**config.mk**
```make
export PLATFORM = sky130hd
export DESIGN_NAME = tdm_demux
export DESIGN_NICKNAME = d
export VERILOG_FILES = /design/src/rtl/tdm_demux.sv
export SDC_FILE = /design/constraint.sdc
export NUM_CORES = 1
export LEC_CHECK = 0
export CAP_MARGIN = 25
export CORE_ASPECT_RATIO = 0.7
export CORE_MARGIN = 1
export CORE_UTILIZATION = 49
export CTS_BUF_LIST = sky130_fd_sc_hd__clkbuf_4 sky130_fd_sc_hd__clkbuf_8
export DETAILED_ROUTE_END_ITERATION = 8
export GPL_TIMING_DRIVEN = 1
export PLACE_DENSITY = 0.89
export SLEW_MARGIN = 40
export SYNTH_ARGS = -nofsm -noshare
export SYNTH_HDL_FRONTEND = slang
export SYNTH_SLANG_ARGS = --single-unit
```
**constraint.sdc**
```tcl
create_clock -name clk -period 3.4 [get_ports clk]
set_clock_uncertainty 0.15 [all_clocks]
set_input_delay 0.51 -clock clk [delete_from_list [all_inputs] [get_ports clk]]
set_output_delay 0.51 -clock clk [all_outputs]
set_load 0.05 [all_outputs]
```
**src/rtl/tdm_demux.sv**
```systemverilog
// -----------------------------------------------------------------------------
// tdm_demux
//
// Receive end of a time-division multiplexed word stream. Each frame carries
// CHANNELS words; word 0 is flagged by in_sof. The block hunts for an in_sof,
// then steers every valid word into its channel's holding register, pulsing
// the matching out_valid bit. It also flags completed frames and alignment
// violations.
//
// Ports:
//   clk        single clock, rising edge
//   rst        asynchronous, active-high reset
//   in_valid   in_data/in_sof meaningful this cycle
//   in_sof     word belongs to channel 0 (qualified by in_valid)
//   in_data    incoming word
//   out_data   per-channel holding registers, channel k at [k*WIDTH +: WIDTH]
//   out_valid  one-cycle pulse on bit k when channel k was written
//   frame_done one-cycle pulse when the last channel is written while locked
//   sync_err   one-cycle pulse on a missing or early in_sof
//   locked     high while frame alignment is held
// -----------------------------------------------------------------------------
module tdm_demux #(
  parameter int WIDTH    = 8,
  parameter int CHANNELS = 4
) (
  input  logic                      clk,
  input  logic                      rst,
  input  logic                      in_valid,
  input  logic                      in_sof,
  input  logic [WIDTH-1:0]          in_data,
  output logic [CHANNELS*WIDTH-1:0] out_data,
  output logic [CHANNELS-1:0]       out_valid,
  output logic                      frame_done,
  output logic                      sync_err,
  output logic                      locked
);

  localparam int IDX_W = (CHANNELS > 1) ? $clog2(CHANNELS) : 1;
  localparam logic [IDX_W-1:0] LAST_IDX = IDX_W'(CHANNELS - 1);

  typedef enum logic {
    HUNT   = 1'b0,
    LOCKED = 1'b1
  } state_t;

  state_t                state_q, state_d;
  logic [IDX_W-1:0]      idx_q, idx_d;
  logic                  wr_en;
  logic [IDX_W-1:0]      wr_ch;
  logic [CHANNELS-1:0]   out_valid_d;
  logic                  frame_done_d;
  logic                  sync_err_d;

  // Next-state and write-steering decode.
  // NOTE: every signal driven here gets a default first, so no path through
  // the case/if tree can leave it unassigned and infer a latch.
  always_comb begin
    state_d      = state_q;
    idx_d        = idx_q;
    wr_en        = 1'b0;
    wr_ch        = '0;
    frame_done_d = 1'b0;
    sync_err_d   = 1'b0;

    if (in_valid) begin
      unique case (state_q)
        HUNT: begin
          // Non-sof words carry no alignment information and are dropped.
          if (in_sof) begin
            wr_en   = 1'b1;
            wr_ch   = '0;
            idx_d   = IDX_W'(1);
            state_d = LOCKED;
          end
        end

        LOCKED: begin
          if (in_sof) begin
            // Normal frame start, or an early sof that truncates the current
            // frame; either way the word is kept as the new channel 0.
            wr_en      = 1'b1;
            wr_ch      = '0;
            idx_d      = IDX_W'(1);
            sync_err_d = (idx_q != '0);
          end else if (idx_q == '0) begin
            // Frame boundary expected but sof missing: alignment lost.
            sync_err_d = 1'b1;
            state_d    = HUNT;
            idx_d      = '0;
          end else begin
            wr_en = 1'b1;
            wr_ch = idx_q;
            if (idx_q == LAST_IDX) begin
              frame_done_d = 1'b1;
              idx_d        = '0;
            end else begin
              idx_d = idx_q + 1'b1;
            end
          end
        end

        default: begin
          state_d = HUNT;
          idx_d   = '0;
        end
      endcase
    end

    for (int k = 0; k < CHANNELS; k++) begin
      out_valid_d[k] = wr_en && (wr_ch == IDX_W'(k));
    end
  end

  // NOTE: sequential state uses non-blocking assignments so every register
  // samples pre-edge values regardless of statement order.
  always_ff @(posedge clk or posedge rst) begin
    if (rst) begin
      state_q    <= HUNT;
      idx_q      <= '0;
      out_data   <= '0;
      out_valid  <= '0;
      frame_done <= 1'b0;
      sync_err   <= 1'b0;
    end else begin
      state_q    <= state_d;
      idx_q      <= idx_d;
      out_valid  <= out_valid_d;
      frame_done <= frame_done_d;
      sync_err   <= sync_err_d;
      for (int k = 0; k < CHANNELS; k++) begin
        if (out_valid_d[k]) begin
          out_data[k*WIDTH +: WIDTH] <= in_data;
        end
      end
    end
  end

  // Decode of the state flop; rises with the first out_valid[0] pulse and
  // falls with the sync_err pulse for a missing sof.
  assign locked = (state_q == LOCKED);

endmodule

```
==> qor.yml, run 1 <==
outcome:
  status: "finished clean"
power:
  pwr-share-clk: 0.163
  power.switching_w: 0.00109
  p_int_w: 0.00141
  powerDensity_mw_per_mm2: 1020
  leakagePower_nw: 1.10
  vdd_drop_max_mv: 0.741
  swShare: 0.436
  fin_total_pwr_w: 0.00249
  seq_power_share: 0.314
  p_comb_frac: 0.522
clock_tree:
  clockBufferDepth: 2
  htreeDepth: 2
  clk-insertion-delay-late_ps: 290
  holdBufCountCts: 0
  cts_resized: 0
  clk_pin_slew_worst_paths_ps: 80
  clk_root_buffer_cell: "clkbuf_8"
  cts_setup_buffers: 0
  clock-sinks: 41
  cts-buffers-inserted: 5
  cts_tree: "yes"
layout:
  syn2layout_area_growth_pct: 38.4
  drive_above_1_share: 0.305
  instances_no_fill: 214
  diodes: 0
  nets: 182
die:
  start_util: 0.538
  core_mm2: 0.00328
  num_rows: 17
  io_pins: 51
  die_w_um: 73.7
  dieArea_mm2: 0.00384
  die_h_um: 52.2
worst_setup_path:
  critPathArrivalTime_ps: 2710
  startpoint_type: "primary input"
  path_max_fanout: 9
  crit_buf_inv: 2
  crit_path_start: "in_sof"
  r2r-start: "idx_q[0]"
  end_kind: "flop"
  cp.required_ps: 3430
  crit_cells: 6
  ff2ff_path_depth: 6
  critical_path_class: "primary input to flop"
  crit_chain: "clkdlybuf4s50_1, inv_1, ha_1, a21boi_0, o2111ai_2, mux2_2"
  critPathTopFamily: "compound AO/OA/AOI/OAI gates"
  critPathMaxStageDelay_ps: 650
  crit_slowest_cell: "clkdlybuf4s50_1"
routing:
  viasPerCell: 4.99
  drcViolationCount: 0
  first_iter_violations: 38
  wl_um: 3580
  drt-pass1-iter-count: 4
  via_count: 1068
  final_antenna_net_count: 0
  drt-wirelength-per-cell_um: 16.7
yosys:
  avgSynthCellArea_um2: 16.2
  ys_ff_latch: 41
  synth_cell_types: 24
  syn-cell-area_mm2: 0.00176
  synth_common_cells: "dfrtp_1, mux2_2, mux2_4, inv_1, ha_1"
  synth_most_common_cell: "dfrtp_1"
  synth_flop_cell: "dfrtp_1"
  synth_nets: 125
  seq_area_frac_synth: 0.582
  synth_top_cell_area_share: 0.582
  async_reset_ff_frac: 1.00
  synthCells: 109
  synth_largest_area_cell: "dfrtp_1"
  yosysWarnings: 0
  synth_edf_count: 0
  ys_top_cells_by_area: "dfrtp_1, mux2_4, mux2_2"
placed_design:
  dp.cells: 206
  hpwl_um: 2540
  place.gp.congestion: 0.773
  portBuffers: 50
global_routing:
  grt_max_degree: 42
  grt_overflow: 0
  grt_usage: 0.217
  grt_pass1_wl_um: 5690
  grt_antenna_before_repair: 0
  grt_pass1_vias: 1131
hold_path:
  hp-class: "flop to flop"
  whs_path_depth: 1
  hold_start: "out_data[1]"
timing:
  hold_slack_ps: 359
  period_minus_slack_ps: 2690
  max-slew-margin-rel: 0.540
  hold_violations: 0
  rsz0062_at_grt: "no"
  finalSetupTns_ps: 0
  fin_crit_sh: 0.790
  setup-violations-final: 0
  slew_violations: 0
  tightest_slew_ps: 689
  clock.fmax_ghz: 0.372
run:
  cap_violations: 0
==> registers in the layout (all words and copies together), names as in the netlist <==
signal      cells
idx_q           2
frame_done      1
out_data       32
sync_err        1
out_valid       4
locked          1
==> cell families (layout without fill, tap and decap cells) <==
family / count (synthesis) / in the layout / synth area share
buf+inv: 9 / 67 / 0.0277
mux: 32 / 32 / 0.239
simple gates: 12 / 12 / 0.0497
flops: 41 / 41 / 0.582
fa+ha+maj: 4 / 4 / 0.0284
compound gates: 11 / 11 / 0.0732
==> layout by cell type (no fill, tap or decap), drive strengths merged <==
master / instances
nand2: 2
dfrtp: 41
inv: 6
a21oi: 2
nor2: 2
mux2: 32
a21boi: 1
and2: 1
ha: 4
clkdlybuf4s50: 50
clkbuf: 7
o221ai: 1
a2111oi: 2
a22o: 1
and3b: 1
bufinv: 1
nand3b: 1
o22ai: 1
o21ai: 1
nand2b: 3
o2111ai: 1
a31oi: 1
nor2b: 2
buf: 3
==> worst paths after layout <==
| path | end | slack [ps] |
|---|---|---|
| max reg2reg | out_data[16] | 940 |
| min reg2reg | out_data[1] | 360 |
| min in group asynchronous | frame_done | 480 |
| min | out_data[1] | 360 |
| max | out_data[16] | 710 |
| max in group asynchronous | out_data[7] | 2260 |
==> metrics by stage <==
| stage | instance area [um^2] | utilization | setup WS [ps] |
|---|---|---|---|
| floorplan | 1760 | - | 1030 |
| global placement | 2320 | 0.707 | 518 |
| detailed placement | 2320 | 0.707 | 405 |
| CTS | 2440 | 0.744 | 718 |
| global route | 2440 | 0.744 | 611 |
| finish | 2440 | 0.744 | 714 |
==> power by group through the flow <==
stage | Combinational (W) | Sequential (W) | Clock [W]
floorplan | 0.000324 | 0.00135 | 0
global route | 0.00135 | 0.000803 | 0.000444
detailed placement | 0.00131 | 0.000788 | 0
global placement | 0.00129 | 0.000781 | 0
finish | 0.00130 | 0.000784 | 0.000407
CTS | 0.00131 | 0.000782 | 0.000417
==> layout make-up <==
type / instances / area, um^2
tap: 47 / 58.8
sequential: 41 / 1030
inverter: 6 / 22.5
clock inverter: 1 / 30.0
timing repair buffer: 53 / 523
multi-input combinational: 59 / 687
fill: 231 / 838
clock buffer: 7 / 90.1
==> per-layer routing <==
layer	wire (um)	part of all wire	global-route usage
met5	0	0	0
met4	63	0.018	0.106
met1	1700	0.48	0.295
met2	1600	0.45	0.321
met3	216	0.060	0.0601
Power figures use the tool's default switching activity.
==> inputs of run 2 (changes only) <==
Settings changed: CORE_UTILIZATION 49 to 44, PLACE_DENSITY 0.89 to 0.85.
Clock period 3.4 ns to 2.2 ns, I/O delays scaled along.
==> qor.yml, run 2 (synthesis gave the netlist of run 1 again) <==
clock_tree:
  clock-sinks: 41
  clk-insertion-delay-late_ps: 290
  cts-buffers-inserted: 5
  cts_resized: 0
  cts_setup_buffers: 0
  cts_tree: "yes"
  clk_root_buffer_cell: "clkbuf_8"
  holdBufCountCts: 0
  htreeDepth: 2
  clk_pin_slew_worst_paths_ps: 80
  clockBufferDepth: 2
routing:
  wl_um: 3600
  drcViolationCount: 0
  viasPerCell: 4.90
  first_iter_violations: 30
  final_antenna_net_count: 0
  via_count: 1112
  drt-pass1-iter-count: 3
  drt-wirelength-per-cell_um: 15.9
power:
  swShare: 0.453
  fin_total_pwr_w: 0.00376
  leakagePower_nw: 1.13
  p_comb_frac: 0.556
  vdd_drop_max_mv: 1.11
  p_int_w: 0.00206
  power.switching_w: 0.00170
  pwr-share-clk: 0.124
  seq_power_share: 0.320
  powerDensity_mw_per_mm2: 1500
worst_setup_path:
  critPathTopFamily: "buffers and inverters"
  crit_chain: "clkdlybuf4s50_1"
  crit_cells: 1
  crit_slowest_cell: "clkdlybuf4s50_1"
  critical_path_class: "flop to output pin"
  crit_buf_inv: 1
  ff2ff_path_depth: 7
  critPathArrivalTime_ps: 1660
  cp.required_ps: 1720
  startpoint_type: "flop"
  path_max_fanout: 12
  critPathMaxStageDelay_ps: 850
  end_kind: "output pin"
placed_design:
  place.gp.congestion: 0.806
  portBuffers: 50
  pre_cts_ws_ps: -214
  hpwl_um: 2700
layout:
  nets: 192
  multi_input_area_um2: 717
  regMostFlops: "out_data"
  final_common_cell: "clkdlybuf4s50_1"
  syn2layout_area_growth_pct: 42.7
  most-common-layout-cells: "clkdlybuf4s50_1, dfrtp_1, mux2_2, mux2_4, buf_4"
  ff_latch_area_mm2: 0.00103
  diodes: 0
  drive_above_1_share: 0.373
  largestRegisters: "out_data (32), out_valid (4), idx_q (2)"
  fill_cells: 275
  largest_register_ffs: 32
timing:
  tightest_slew_ps: 673
  slew_violations: 0
  hold_violations: 0
  clock.fmax_ghz: 0.468
  rsz0062_at_grt: "no"
  setup-violations-final: 0
  fin_ws_ps: 62.5
  fin_crit_sh: 0.972
  max-slew-margin-rel: 0.552
  period_minus_slack_ps: 2140
global_routing:
  grt_overflow: 0
  grt_usage: 0.186
  grt_max_degree: 42
  grt_pass1_wl_um: 5720
  grt_pass1_vias: 1140
  grt_antenna_before_repair: 0
outcome:
  status: "finished clean"
die:
  start_util: 0.480
  die_h_um: 54.9
  dieArea_mm2: 0.00426
  num_rows: 18
  core_mm2: 0.00367
  io_pins: 51
  die_w_um: 77.6
run:
  cap_violations: 0
hold_path:
  hp-class: "primary input to async pin"
[run 2: changes by cell type in the layout (fill, tap and decap cells not counted), moves of 2 or more]
cell | before | now
buf_4 | 3 | 13
clkinv_2 | 0 | 2
ha_1 | 4 | 2
ha_4 | 0 | 2
inv_1 | 6 | 4
inv_2 | 0 | 2
[run 2: path summary, 6_finish.rpt]
path | startpoint | endpoint | slack [ps]
worst max-delay path | locked | locked | 60
worst min-delay path | rst | frame_done | 320
worst max register to register | idx_q[0] | out_data[26] | 110
worst min register to register | out_data[1] | out_data[1] | 360
max in group asynchronous | rst | locked | 1220
min in group clk | out_data[1] | out_data[1] | 360
[run 2: power by group through the flow]
stage                     clock network [W]  logic [W]  registers (W)
final                              0.000467    0.00209        0.00120
after global routing               0.000518    0.00217        0.00124
after CTS                          0.000486    0.00211        0.00121
after detailed placement                  0    0.00210        0.00122
after global placement                    0    0.00206        0.00120
after floorplan                           0   0.000531        0.00209
[run 2: layout make-up]
cell class | count | share of cell area
clock buffers | 5 | 0.0274
clock inverters | 3 | 0.00697
inverters | 6 | 0.00896
multi-input cells | 59 | 0.285
flip-flops and latches | 41 | 0.409
well taps | 50 | 0.0249
repair buffers | 63 | 0.238
[run 2: stage by stage]
| stage | std cells | hold slack [ps] | TNS (ps) | utilization | instance area (um^2) |
|---|---|---|---|---|---|
| global route | 227 | 377 | 0 | 0.685 | 2510 |
| floorplan | 109 | 328 | -654 | - | 1790 |
| CTS | 227 | 337 | 0 | 0.685 | 2510 |
| detailed placement | 219 | 346 | -5030 | 0.661 | 2430 |
| finish | 227 | 318 | 0 | 0.685 | 2510 |
| global placement | 219 | 337 | -3970 | 0.661 | 2430 |
[run 2: routing by layer]
metal | part of all wire | track usage | vias up
li1 | - | - | 516
met1 | 0.48 | 0.241 | 556
met2 | 0.46 | 0.311 | 36
met3 | 0.046 | 0.0426 | 4
met4 | 0.011 | 0.0755 | 0
met5 | 0 | 0 | -
==> inputs of run 3 (changes only) <==
--- a/config.mk
+++ b/config.mk
@@ -14,3 +14,3 @@
 export GPL_TIMING_DRIVEN = 1
-export PLACE_DENSITY = 0.85
+export PLACE_DENSITY_LB_ADDON = 0.3
 export SLEW_MARGIN = 40
==> constraint.sdc (replaced) <==
create_clock -name clk -period 2.2 [get_ports clk]
set_clock_uncertainty 0.15 [all_clocks]
set_input_delay 0.22 -clock clk [delete_from_list [all_inputs] [get_ports clk]]
set_output_delay 0.22 -clock clk [all_outputs]
set_load 0.05 [all_outputs]
==> qor.yml, run 3 (synthesis gave the netlist of run 1 again) <==
outcome:
  status: "finished clean"
routing:
  drt-pass1-iter-count: 3
  drcViolationCount: 0
  drt-wirelength-per-cell_um: 15.8
  via_count: 1112
  wl_um: 3570
  final_antenna_net_count: 0
  viasPerCell: 4.92
  first_iter_violations: 48
global_routing:
  grt_overflow: 0
  grt_usage: 0.187
  grt_pass1_vias: 1185
  grt_antenna_before_repair: 0
  grt_pass1_wl_um: 5780
  grt_max_degree: 22
worst_setup_path:
  rr_endpoint: "out_data[8]"
  critPathArrivalTime_ps: 2160
  startpoint_type: "flop"
  crit_path_start: "idx_q[0]"
  r2r-start: "idx_q[0]"
  path_max_fanout: 5
  cp.required_ps: 2220
  critical_path_class: "flop to flop"
  ff2ff_path_depth: 7
  r2r_slack_ps: 60
  cp-endpoint: "out_data[8]"
  end_kind: "flop"
hold_path:
  hp-class: "primary input to async pin"
clock_tree:
  clk_pin_slew_worst_paths_ps: 80
  clk-insertion-delay-late_ps: 280
  htreeDepth: 2
  clock-sinks: 41
  cts_tree: "yes"
  clockBufferDepth: 2
  clk_root_buffer_cell: "clkbuf_8"
  cts-buffers-inserted: 5
placed_design:
  hpwl_um: 2670
  place.gp.congestion: 0.766
  pre_cts_ws_ps: -125
  portBuffers: 50
  dpl_cell_area_mm2: 0.00243
layout:
  most-common-layout-cells: "clkdlybuf4s50_1, dfrtp_1, mux2_2, mux2_4, buf_4"
  largestRegisters: "out_data (32), out_valid (4), idx_q (2)"
  largest_register_ffs: 32
  syn2layout_area_growth_pct: 45.5
  nets: 191
  fill_cells: 273
  fin_area_mm2: 0.00256
  diodes: 0
  final_common_cell: "clkdlybuf4s50_1"
  regMostFlops: "out_data"
  drive_above_1_share: 0.369
power:
  leakagePower_nw: 1.15
  fin_total_pwr_w: 0.00392
  vdd_drop_max_mv: 0.824
  powerDensity_mw_per_mm2: 1530
timing:
  finalSetupTns_ps: 0
  max-slew-margin-rel: 0.646
  hold_violations: 0
  rsz0062_at_grt: "no"
  slew_violations: 0
  tightest_slew_ps: 529
  fin_ws_ps: 60.1
  setup-violations-final: 0
  clock.fmax_ghz: 0.467
  period_minus_slack_ps: 2140
  fin_crit_sh: 0.973
die:
  io_pins: 51
  num_rows: 18
  die_w_um: 77.6
  start_util: 0.480
  die_h_um: 54.9
  dieArea_mm2: 0.00426
  core_mm2: 0.00367
run:
  cap_violations: 0
## run 3: critical path, stage by stage (launching register included)
cell and delay (ps):
dfrtp_1 370, inv_2 60, ha_4 170, ha_4 160, nand2b_4 160, a2111oi_4 420, buf_4 230, mux2_4 310
## run 3: final cells by class
| type | count | area (um^2) | area share |
|---|---|---|---|
| Inverter | 6 | 22.5 | 0.00878 |
| Timing Repair Buffer | 62 | 603 | 0.235 |
| Clock buffer | 7 | 90.1 | 0.0351 |
| Clock inverter | 1 | 30.0 | 0.0117 |
| Sequential cell | 41 | 1030 | 0.401 |
| Multi-Input combinational cell | 59 | 728 | 0.284 |
| Tap cell | 50 | 62.6 | 0.0244 |
## run 3: through the flow
| stage | cells | hold WS [ps] | util |
|---|---|---|---|
| 2_1_floorplan | 109 | 218 | - |
| 5_1_grt | 226 | 58.3 | 0.698 |
| 4_1_cts | 226 | 44.3 | 0.695 |
| 3_5_place_dp | 218 | 345 | 0.663 |
| 6_report | 226 | 40.7 | 0.698 |
| 3_3_place_gp | 218 | 310 | 0.663 |
## run 3: worst min-delay path by stage
stage / start / endpoint / slack, ps / depth (start not counted)
global placement: rst / out_data[23] / 310 / 2
floorplan: in_data[2] / out_data[10] / 220 / 1
CTS: rst / out_data[7] / 40 / 2
global route: rst / out_data[23] / 60 / 2
finish: rst / out_data[23] / 40 / 2
detailed placement: out_data[17] / out_data[17] / 340 / 1
## run 3: where the power goes
group	switching, W	total (W)	internal, W
logic	0.00128	0.00210	0.000818
registers	0.000176	0.00120	0.00102
clock network	0.000247	0.000629	0.000382
total	0.00170	0.00392	0.00222
## run 3: timing repair
| item | 4_1_cts | 5_1_grt |
|---|---|---|
| gates resized for setup | 0 | 2 |
| setup endpoints to repair | 0 | 8 |
| setup buffers | 0 | 0 |
| hold buffers | 0 | 0 |
## run 3: per-layer routing
layer / part of all wire / track usage / vias up
li1: - / - / 515
met1: 0.44 / 0.218 / 558
met2: 0.48 / 0.326 / 33
met3: 0.062 / 0.0672 / 6
met4: 0.0092 / 0.0723 / 0
met5: 0 / 0 / -
